$ cat config.mk
export PLATFORM = sky130hd
export DESIGN_NAME = serial_operand_feeder
export DESIGN_NICKNAME = d
export VERILOG_FILES = /design/src/rtl/serial_operand_feeder.sv
export SDC_FILE = /design/constraint.sdc
export NUM_CORES = 1
export LEC_CHECK = 0
export CAP_MARGIN = 10
export CORE_MARGIN = 2
export CORE_UTILIZATION = 45
export CTS_CLUSTER_DIAMETER = 150
export DETAILED_ROUTE_END_ITERATION = 10
export PLACE_DENSITY = 0.79
export SETUP_SLACK_MARGIN = 0.5
export SLEW_MARGIN = 20
export SYNTH_ARGS = -nofsm -noshare
export SYNTH_HDL_FRONTEND = slang
export SYNTH_SLANG_ARGS = --single-unit
export TNS_END_PERCENT = 100
$ cat constraint.sdc
create_clock -name clk -period 2.4 [get_ports clk]
set_input_delay 0.48 -clock clk [delete_from_list [all_inputs] [get_ports clk]]
set_output_delay 0.48 -clock clk [all_outputs]
set_load 0.05 [all_outputs]
$ cat src/rtl/serial_operand_feeder.sv
// Captures two unsigned operands on start and streams them out one bit-pair per
// cycle under a valid/ready handshake, framing the stream with first/last flags.
module serial_operand_feeder #(
    parameter int WIDTH     = 32,
    parameter bit MSB_FIRST = 1'b0
) (
    input  logic             clk,
    input  logic             reset,
    input  logic             start,
    input  logic [WIDTH-1:0] a_in,
    input  logic [WIDTH-1:0] b_in,
    output logic             ready,
    output logic             busy,
    output logic             a_bit,
    output logic             b_bit,
    output logic             bit_valid,
    input  logic             bit_ready,
    output logic             bit_first,
    output logic             bit_last,
    output logic             done
);
    localparam int CW      = $clog2(WIDTH);
    localparam int OUT_POS = MSB_FIRST ? WIDTH - 1 : 0;

    typedef enum logic [1:0] {
        IDLE    = 2'd0,
        SHIFT   = 2'd1,
        DONE_ST = 2'd2
    } state_t;

    state_t           state;
    state_t           state_nxt;
    logic [WIDTH-1:0] sh_a;
    logic [WIDTH-1:0] sh_b;
    logic [CW-1:0]    cnt;
    logic             last_pos;
    logic             xfer;

    assign last_pos = (cnt == CW'(WIDTH - 1));
    assign xfer     = (state == SHIFT) && bit_ready;

    always_ff @(posedge clk or posedge reset) begin
        if (reset) begin
            state <= IDLE;
        end else begin
            state <= state_nxt;
        end
    end

    always_comb begin
        state_nxt = state;
        case (state)
            IDLE:    if (start) state_nxt = SHIFT;
            SHIFT:   if (xfer && last_pos) state_nxt = DONE_ST;
            DONE_ST: state_nxt = IDLE;
            default: state_nxt = IDLE;
        endcase
    end

    always_comb begin
        ready     = 1'b0;
        busy      = 1'b0;
        bit_valid = 1'b0;
        bit_first = 1'b0;
        bit_last  = 1'b0;
        done      = 1'b0;
        case (state)
            IDLE: ready = 1'b1;
            SHIFT: begin
                busy      = 1'b1;
                bit_valid = 1'b1;
                bit_first = (cnt == '0);
                bit_last  = last_pos;
            end
            DONE_ST: begin
                busy = 1'b1;
                done = 1'b1;
            end
            default: ready = 1'b0;
        endcase
    end

    // The output end of each register is fixed; shifting moves the next bit into it.
    assign a_bit = sh_a[OUT_POS];
    assign b_bit = sh_b[OUT_POS];

    always_ff @(posedge clk or posedge reset) begin
        if (reset) begin
            sh_a <= '0;
            sh_b <= '0;
            cnt  <= '0;
        end else if ((state == IDLE) && start) begin
            sh_a <= a_in;
            sh_b <= b_in;
            cnt  <= '0;
        end else if (xfer) begin
            if (MSB_FIRST) begin
                sh_a <= {sh_a[WIDTH-2:0], 1'b0};
                sh_b <= {sh_b[WIDTH-2:0], 1'b0};
            end else begin
                sh_a <= {1'b0, sh_a[WIDTH-1:1]};
                sh_b <= {1'b0, sh_b[WIDTH-1:1]};
            end
            // Hold at the last position so the counter never wraps.
            if (!last_pos) begin
                cnt <= cnt + CW'(1);
            end
        end
    end

endmodule
==> results.md, run 1 <==
- The startpoint class of the critical path is a register.
- In this run the worst hold path is classified as register to register.
- Relative to the synthesized area, the layout overhead comes to 32.8%.
- The measured slew at the worst slew-check pin is around 0.49 ns.
- Across all layers, the routed design uses 2455 vias.
- The synthesized design contains 0 enable-type register cells.
- The initialized floorplan defines 31 standard-cell rows.
- The first detailed-routing pass took 4 iterations.
- The number of maximum-capacitance violations is 0.
- Static timing analysis puts the maximum clock frequency at 495 MHz.
- The first-pass GRT wire length is 11800 µm.
- Cells with a size suffix above 1 make up 12.8% of the layout.
- For this design, the CTS-stage hold fixing added 0 buffers.
- Counting flops and latches in the post-synthesis netlist gives 71.
- The total number of H-tree levels is 3.
- Summed over all layers, the global routing overflow is 0.
- In the layout the commonest cells are 71 x sky130_fd_sc_hd__dfrtp_1, 67 x sky130_fd_sc_hd__clkdlybuf4s50_1, 64 x sky130_fd_sc_hd__mux2i_1.
- Clock tree synthesis selected as its root buffer the cell sky130_fd_sc_hd__clkbuf_8.
- The post-synth net total is 394.
- For this block, the initial DRC count from the detailed router was 46.
- Of the synthesized area, sequential elements account for a little over half.
- The worst path needs roughly 2.0 ns of the cycle, external delays included.
- Among all flip-flop cells after synthesis, the most frequent one is sky130_fd_sc_hd__dfrtp_1.
- The global-route total usage across every layer is between 10% and 20%.
- The synthesized netlist occupies a cell area of around 3400 µm².
- In the routed design, unresolved DRC markers number 0.
- In the final routed layout, each cell accounts on average for 13.7 µm.
- The data arrival time at the worst-slack endpoint is 1.54 ns.
- The maximum single-stage delay on the critical path is 0.40 ns.
- The number of buffers on the longest clock path is 2.
- The die width is 91.0 µm.
- The worst setup path is captured at an output pin.
- Across the VDD grid, the largest voltage drop is roughly 0.00048 V.
- The largest driver fanout on the critical path is 2.
- The initial antenna violation count is 0.
- TritonCTS built the clock tree.
- The critical path's top delay family is flip-flops.
- The total number of yosys warnings is 0.
- Setup repair after global routing could not meet its margin everywhere.
- For this design, the sink count on the clock tree is 71.
- The number of buffers and inverters on the critical path is 1.
- The number of max-slew violations in the final report was 0.
- Yosys mapped the design onto 27 distinct sky130hd cell types.
- The final hold slack is 0.484 ns.
- Wires add up to 6850 µm.
- The clock transition at the registers of the reported paths is 0.08 ns.
- The remaining antenna violation count is 0.
- The worst relative slew slack is 67.0%.
- In this run the standard cell core region covers ~7300 µm².
- Synthesis produced 318 cells.
- The critical path goes through ha_2, and3_4, ha_4, and2_4, buf_8.
- 0 antenna diodes ended up in the layout.
- Setup total negative slack on the finished layout was measured at 0 ns.
- The proportion of register bits with asynchronous set or reset after synthesis is 100%.
- The via count of the first global-routing pass came to 2533.
- The count of endpoints failing hold in the final timing report is 0.
- The later pin in the worst-skew pair is clocked with a latency of 0.33 ns.
- The count of port buffers added during placement is 75.
- The final layout contains ~470 nets.
- The standby leakage power is between 1.5 and 2 nW.
- The die covers 8270 µm².
- The routability congestion estimate is 0.706.
- The largest net degree at the start of global routing is 73.
- The mean post-synth cell area is 10.7 µm².
- The flow ran to the end, and the final reports show no timing, DRC or antenna violations.
- For the final database, setup skew stands at 0.00554 ns.
- Dividing total power by cell area gives a power density of 1100 nW/µm².
- Pin placement for this block handled 76 I/O pins.
- The HPWL after detailed placement is 4660 µm.
- Among all stages on the critical path, the largest delay is contributed by sky130_fd_sc_hd__dfrtp_1.
- The worst path uses between 80 and 90% of the clock period.
- Setup violations remaining at the end of the flow were counted as 0.
- The initial core utilization is 46.7%.
- The leading cell type in the layout, fill and taps excluded is sky130_fd_sc_hd__dfrtp_1.
- Data on the critical path is required at its endpoint by 1.92 ns.
- The kind of critical path is register to output pin.
- The total clock buffers created by CTS is 9.
- The die extent in y is about 91 µm.
- In the routed layout, each cell is associated on average with a via count of 4.92.
-- worst min-delay path, cell delays in order, from the launching register on --
cell                      delay (ns)
sky130_fd_sc_hd__dfrtp_1        0.34
sky130_fd_sc_hd__nand2_1        0.05
sky130_fd_sc_hd__o21ai_1        0.06
-- power breakdown --
| part | internal (mW) | leakage, nW | switching (mW) | total, mW |
|---|---|---|---|---|
| Combinational | 0.971 | 0.927 | 1.24 | 2.21 |
| Sequential | 1.66 | 0.922 | 0.243 | 1.90 |
| Clock | 0.398 | 0.0918 | 0.448 | 0.846 |
| Total | 3.02 | 1.94 | 1.93 | 4.96 |
-- cell families (layout without fill, tap and decap cells) --
logic type	Yosys count	in the layout	synth area share, %
AND/OR/NAND/NOR	77	77	9.34
XOR/XNOR	2	2	0.515
flip-flops	71	71	52.2
buffers and inverters	26	108	5.07
adder cells (fa/ha/maj)	8	8	2.94
multiplexers	66	66	19.5
AO/OA/AOI/OAI	68	68	10.4
-- state kept, by name, summed over array words and instances (netlist names) --
signal,cells
sh_a,32
sh_b,32
cnt,5
state,2
-- per-stage QoR --
stage / cell area, µm² / std cells / util [%] / power (mW) / setup WS [ns]
4_1_cts: 4530 / 499 / 62.1 / 5.01 / 0.382
3_3_place_gp: 4240 / 476 / 58.2 / 3.94 / 0.364
3_5_place_dp: 4240 / 476 / 58.2 / 4.06 / 0.314
5_1_grt: 4520 / 499 / 62.0 / 5.35 / 0.326
6_report: 4520 / 499 / 62.0 / 4.96 / 0.382
2_1_floorplan: 3420 / 318 / - / 3.55 / 0.341
-- synth_stat cells (all sizes together) (4+ instances only) --
master   n  area [µm²]
dfrtp   71        1780
mux2i   64         641
nand2   64         240
o21ai   63         315
buf     15         131
ha       8         100
clkbuf   6        22.5
inv      5        18.8
nor2     4        15.0
-- timing repair --
action / 4_1_cts / 5_1_grt
resized for setup: 37 / 6
setup endpoints to repair: 9 / 6
pin swaps: 2 / 0
buffers inserted: 7 / 0
-- path summary, 6_finish.rpt --
path                                       from              endpoint  slack [ns]  depth (start not counted)
setup / recovery             cnt[1]$_DFFE_PP0P_              bit_last        0.38                          5
hold / removal             sh_b[29]$_DFFE_PP0P_  sh_b[29]$_DFFE_PP0P_        0.48                          2
setup reg to reg             cnt[1]$_DFFE_PP0P_    cnt[3]$_DFFE_PP0P_        0.45                          7
hold reg to reg            sh_b[29]$_DFFE_PP0P_  sh_b[29]$_DFFE_PP0P_        0.48                          2
max in group asynchronous                 reset   sh_b[8]$_DFFE_PP0P_        1.27                          3
min in group asynchronous                 reset  sh_b[22]$_DFFE_PP0P_        0.53                          2
-- metal layers --
metal  wire, µm  global-route usage [%]  vias up
li1           -                       -     1238
met1       2910                    21.6     1159
met2       3540                    30.2       48
met3        302                    4.07       10
met4         93                    7.07        0
met5          0                       0        -
-- area by class of cell --
class	count	area [µm²]
Timing Repair Buffer	87	900
Fill cell	619	2770
Sequential cell	71	1780
Tap cell	99	124
Clock inverter	6	36.3
Multi-Input combinational cell	221	1520
Inverter	5	25.0
Clock buffer	10	138
No activity file was read; power rests on OpenSTA's default activity.
==> run 2: changes to the inputs <==
- clock period: 2.4 -> 1.8 ns (I/O delays scaled with it)
==> results.md, run 2 (synthesis results as in run 1) <==
- The flow ran to the end, but the final reports show violations.
- The final reports fail on negative setup slack.
- The worst hold path belongs to the class input port to async pin.
- The via total after detailed routing is 3199 (+30%).
- The latest clock arrival within the worst-skew pair is 0.36 ns (+0.03 ns).
- The count of pins on the block boundary is 76 (unchanged).
- The routability congestion estimate is 0.753 (+6.7%).
- The post-route DRC violation count came to 0 (unchanged).
- The number of buffers on the longest clock path came to 2 (unchanged).
- The clock power share was 11.5% (-5.6 points).
- The total power was 11.6 mW (+130%).
- The number of maximum-capacitance violations is 0 (unchanged).
- The largest registers in the layout are sh_a: 32 flops, sh_b: 32 flops, cnt: 5 flops.
- The placement row count came to 31 (unchanged).
- The via count of the first global-routing pass was 3041 (+20%).
- The total overflow reported by the global router is 0 (unchanged).
- The die width is 91.0 µm (unchanged).
- The number of sinks driven by the clock tree is 71 (unchanged).
- The core outline area came to 7290 µm² (unchanged).
- The area added between synthesis and finish is 88.2%.
- The data arrival time at the worst-slack endpoint was 1.63 ns (+0.09 ns).
- The measured slew at the worst slew-check pin is 0.335 ns (-0.160 ns).
- The filler cell count in the final layout was 274 (-56%).
- The startpoint class of the critical path is a register.
- The share of total power in sequential cells is 24.3% (-14 points).
- The number of failing setup endpoints in the final timing report is 48 (+48).
- The area taken by multi-input logic gates is 2190 µm² (+44%).
- The power density normalized to cell area came to 1810 nW/µm² (+65%).
- The count of non-filler cells in the finished layout is 567 (+14%).
- The library cell used most frequently in the layout, excluding fill and tap cells, is sky130_fd_sc_hd__dfrtp_1.
- By startpoint and endpoint, the worst setup path is classified as register to output pin.
- The peak supply drop is 0.00164 V (+240%).
- The routed design could run at a clock period as short as approximately 2 ns.
- The total instance count after detailed placement is 485 (+1.9%).
- Setup repair after global routing could not meet its margin everywhere.
- The number of max-slew violations in the final report is 0 (unchanged).
- The detailed-routing iteration count for the pre-antenna-repair pass is 4 (unchanged).
- The detailed router's first-iteration violation count was 204 (+340%).
- The worst relative slew slack is 77.6% (+11 points).
- The initial core utilization is 46.7% (unchanged).
- Leaving out fill and tap cells, the most frequent cells in the layout are 70 x sky130_fd_sc_hd__dfrtp_1, 67 x sky130_fd_sc_hd__clkdlybuf4s50_1, 44 x sky130_fd_sc_hd__mux2i_1.
- The largest net degree at the start of global routing was 33 (-55%).
- The total clock buffers created by CTS is 9 (unchanged).
- The net count of the finished layout is 539 (+14%).
- The count of endpoints failing hold in the final timing report came to 0 (unchanged).
- STA classifies the critical path endpoint as an output pin.
- The share of total power in combinational logic was 64.2% (+20 points).
- The die extent in y is 91.0 µm (unchanged).
- The cell-internal power came to 6.98 mW (+130%).
- The achievable frequency is 504 MHz.
- The final antenna diode count is 0 (unchanged).
- The register cell area after layout came to 1780 µm² (about the same).
- The total wire length after detailed routing is 13400 µm (+96%).
- The die footprint is 8270 µm² (unchanged).
- The cell sitting at the root of the clock tree is a sky130_fd_sc_hd__clkbuf_8.
- The mean number of vias per cell was 5.64 (+15%).
- The clock transition at the registers of the reported paths is 0.09 ns (about the same).
- The final worst setup slack was -0.186 ns (-0.567 ns).
- The number of buffers inserted for hold repair after clock tree synthesis came to 0 (unchanged).
- The switching fraction of total power is 39.7% (+0.75 points).
- The endpoint required time on the critical path is 1.44 ns (-0.48 ns).
- The count of port buffers added during placement is 75 (unchanged).
- The standby leakage power is 2.72 nW (+40%).
- The final cycle utilization of the critical path is 110%.
- TritonCTS built the clock tree.
- The largest driver fanout on the critical path is 2 (unchanged).
- The routed wire length per instance is 23.6 µm (+72%).
- The first-pass GRT wire length is 15400 µm (+31%).
- The final hold slack is 0.329 ns (-0.155 ns).
- The fraction of layout cells with a size suffix above 1 came to 48.1% (+35 points).
- The initial antenna violation count is 0 (unchanged).
- The remaining antenna violation count is 0 (unchanged).
- The total number of H-tree levels is 3 (unchanged).
- The global-route total usage across every layer came to 24.1% (+6.4 points).
- The final worst clock skew is 0.0109 ns (+0.00532 ns).
- The placed wire-length estimate came to 4840 µm (+3.9%).
- The switching power of the nets is 4.60 mW (+140%).
- The setup slack after placement is -0.00861 ns (-0.323 ns).
run 2: cell count changes in the layout (fill, tap and decap cells not counted), moves of 10 or more:
| cell | before | now |
|---|---|---|
| sky130_fd_sc_hd__o21ai_0 | 46 | 0 |
| sky130_fd_sc_hd__o21ai_2 | 0 | 30 |
| sky130_fd_sc_hd__buf_4 | 7 | 20 |
| sky130_fd_sc_hd__mux2i_1 | 64 | 44 |
| sky130_fd_sc_hd__nand2_4 | 0 | 17 |
| sky130_fd_sc_hd__buf_12 | 5 | 23 |
| sky130_fd_sc_hd__nand2_1 | 63 | 22 |
| sky130_fd_sc_hd__mux2i_4 | 0 | 19 |
| sky130_fd_sc_hd__buf_16 | 0 | 10 |
| sky130_fd_sc_hd__o21ai_1 | 17 | 32 |
| sky130_fd_sc_hd__nand2_2 | 1 | 25 |
| sky130_fd_sc_hd__buf_6 | 3 | 19 |
run 2: critical path, cell delays in order (launching register included):
cell and delay [ns]:
sky130_fd_sc_hd__dfrtp_1 0.43, sky130_fd_sc_hd__ha_2 0.21, sky130_fd_sc_hd__and3_4 0.19, sky130_fd_sc_hd__ha_4 0.16, sky130_fd_sc_hd__and2_4 0.14, sky130_fd_sc_hd__buf_12 0.14
run 2: layer usage:
metal	global-route usage, %	share of wire (%)	vias to the layer above
met3	6.31	5.0	41
li1	-	-	1396
met5	0	0	-
met4	9.47	4.2	0
met2	41.2	52	142
met1	28.9	39	1620
run 2: area by class of cell:
class	instances	share of cell area, %
multi-input combinational	222	34.2
sequential	71	27.8
clock buffer	10	2.15
inverter	5	0.508
tap	99	1.93
clock inverter	6	0.938
timing repair buffer	154	32.6
run 2: power groups by stage:
stage	Sequential, mW	Clock [mW]	Combinational, mW
final	2.81	1.33	7.43
after global routing	2.85	1.41	7.73
after CTS	2.53	1.30	5.29
after detailed placement	2.56	0	3.42
after global placement	2.54	0	3.30
after floorplan	2.54	0	2.49
run 2: repair_timing:
item | in CTS | in global routing
setup buffers | 33 | 13
gates cloned | 11 | 9
endpoints found under the setup margin | 79 | 79
gates resized for setup | 55 | 149
pin swaps | 13 | 42
run 2: final timing paths:
kind | slack [ns] | startpoint | depth (start not counted) | to
min in group clk | 0.50 | sh_a[9]$_DFFE_PP0P_ | 2 | sh_a[9]$_DFFE_PP0P_
max | -0.19 | cnt[0]$_DFFE_PP0P_ | 5 | bit_last
min | 0.33 | reset | 2 | sh_b[31]$_DFFE_PP0P_
max reg2reg | -0.12 | state[0]$_DFFE_PP0P_ | 9 | sh_b[4]$_DFFE_PP0P_
max in group asynchronous | 1.00 | reset | 3 | state[0]$_DFFE_PP0P_
min reg2reg | 0.50 | sh_a[9]$_DFFE_PP0P_ | 2 | sh_a[9]$_DFFE_PP0P_
run 2: per-stage QoR:
stage                     utilization, %  setup TNS [ns]  instance area, µm²
after CTS                           75.3           -2.58                5490
after global placement              61.4               0                4480
after floorplan                        -               0                3520
after global routing                87.9           -4.05                6410
final                               87.9           -1.63                6410
after detailed placement            61.4         -0.0117                4480
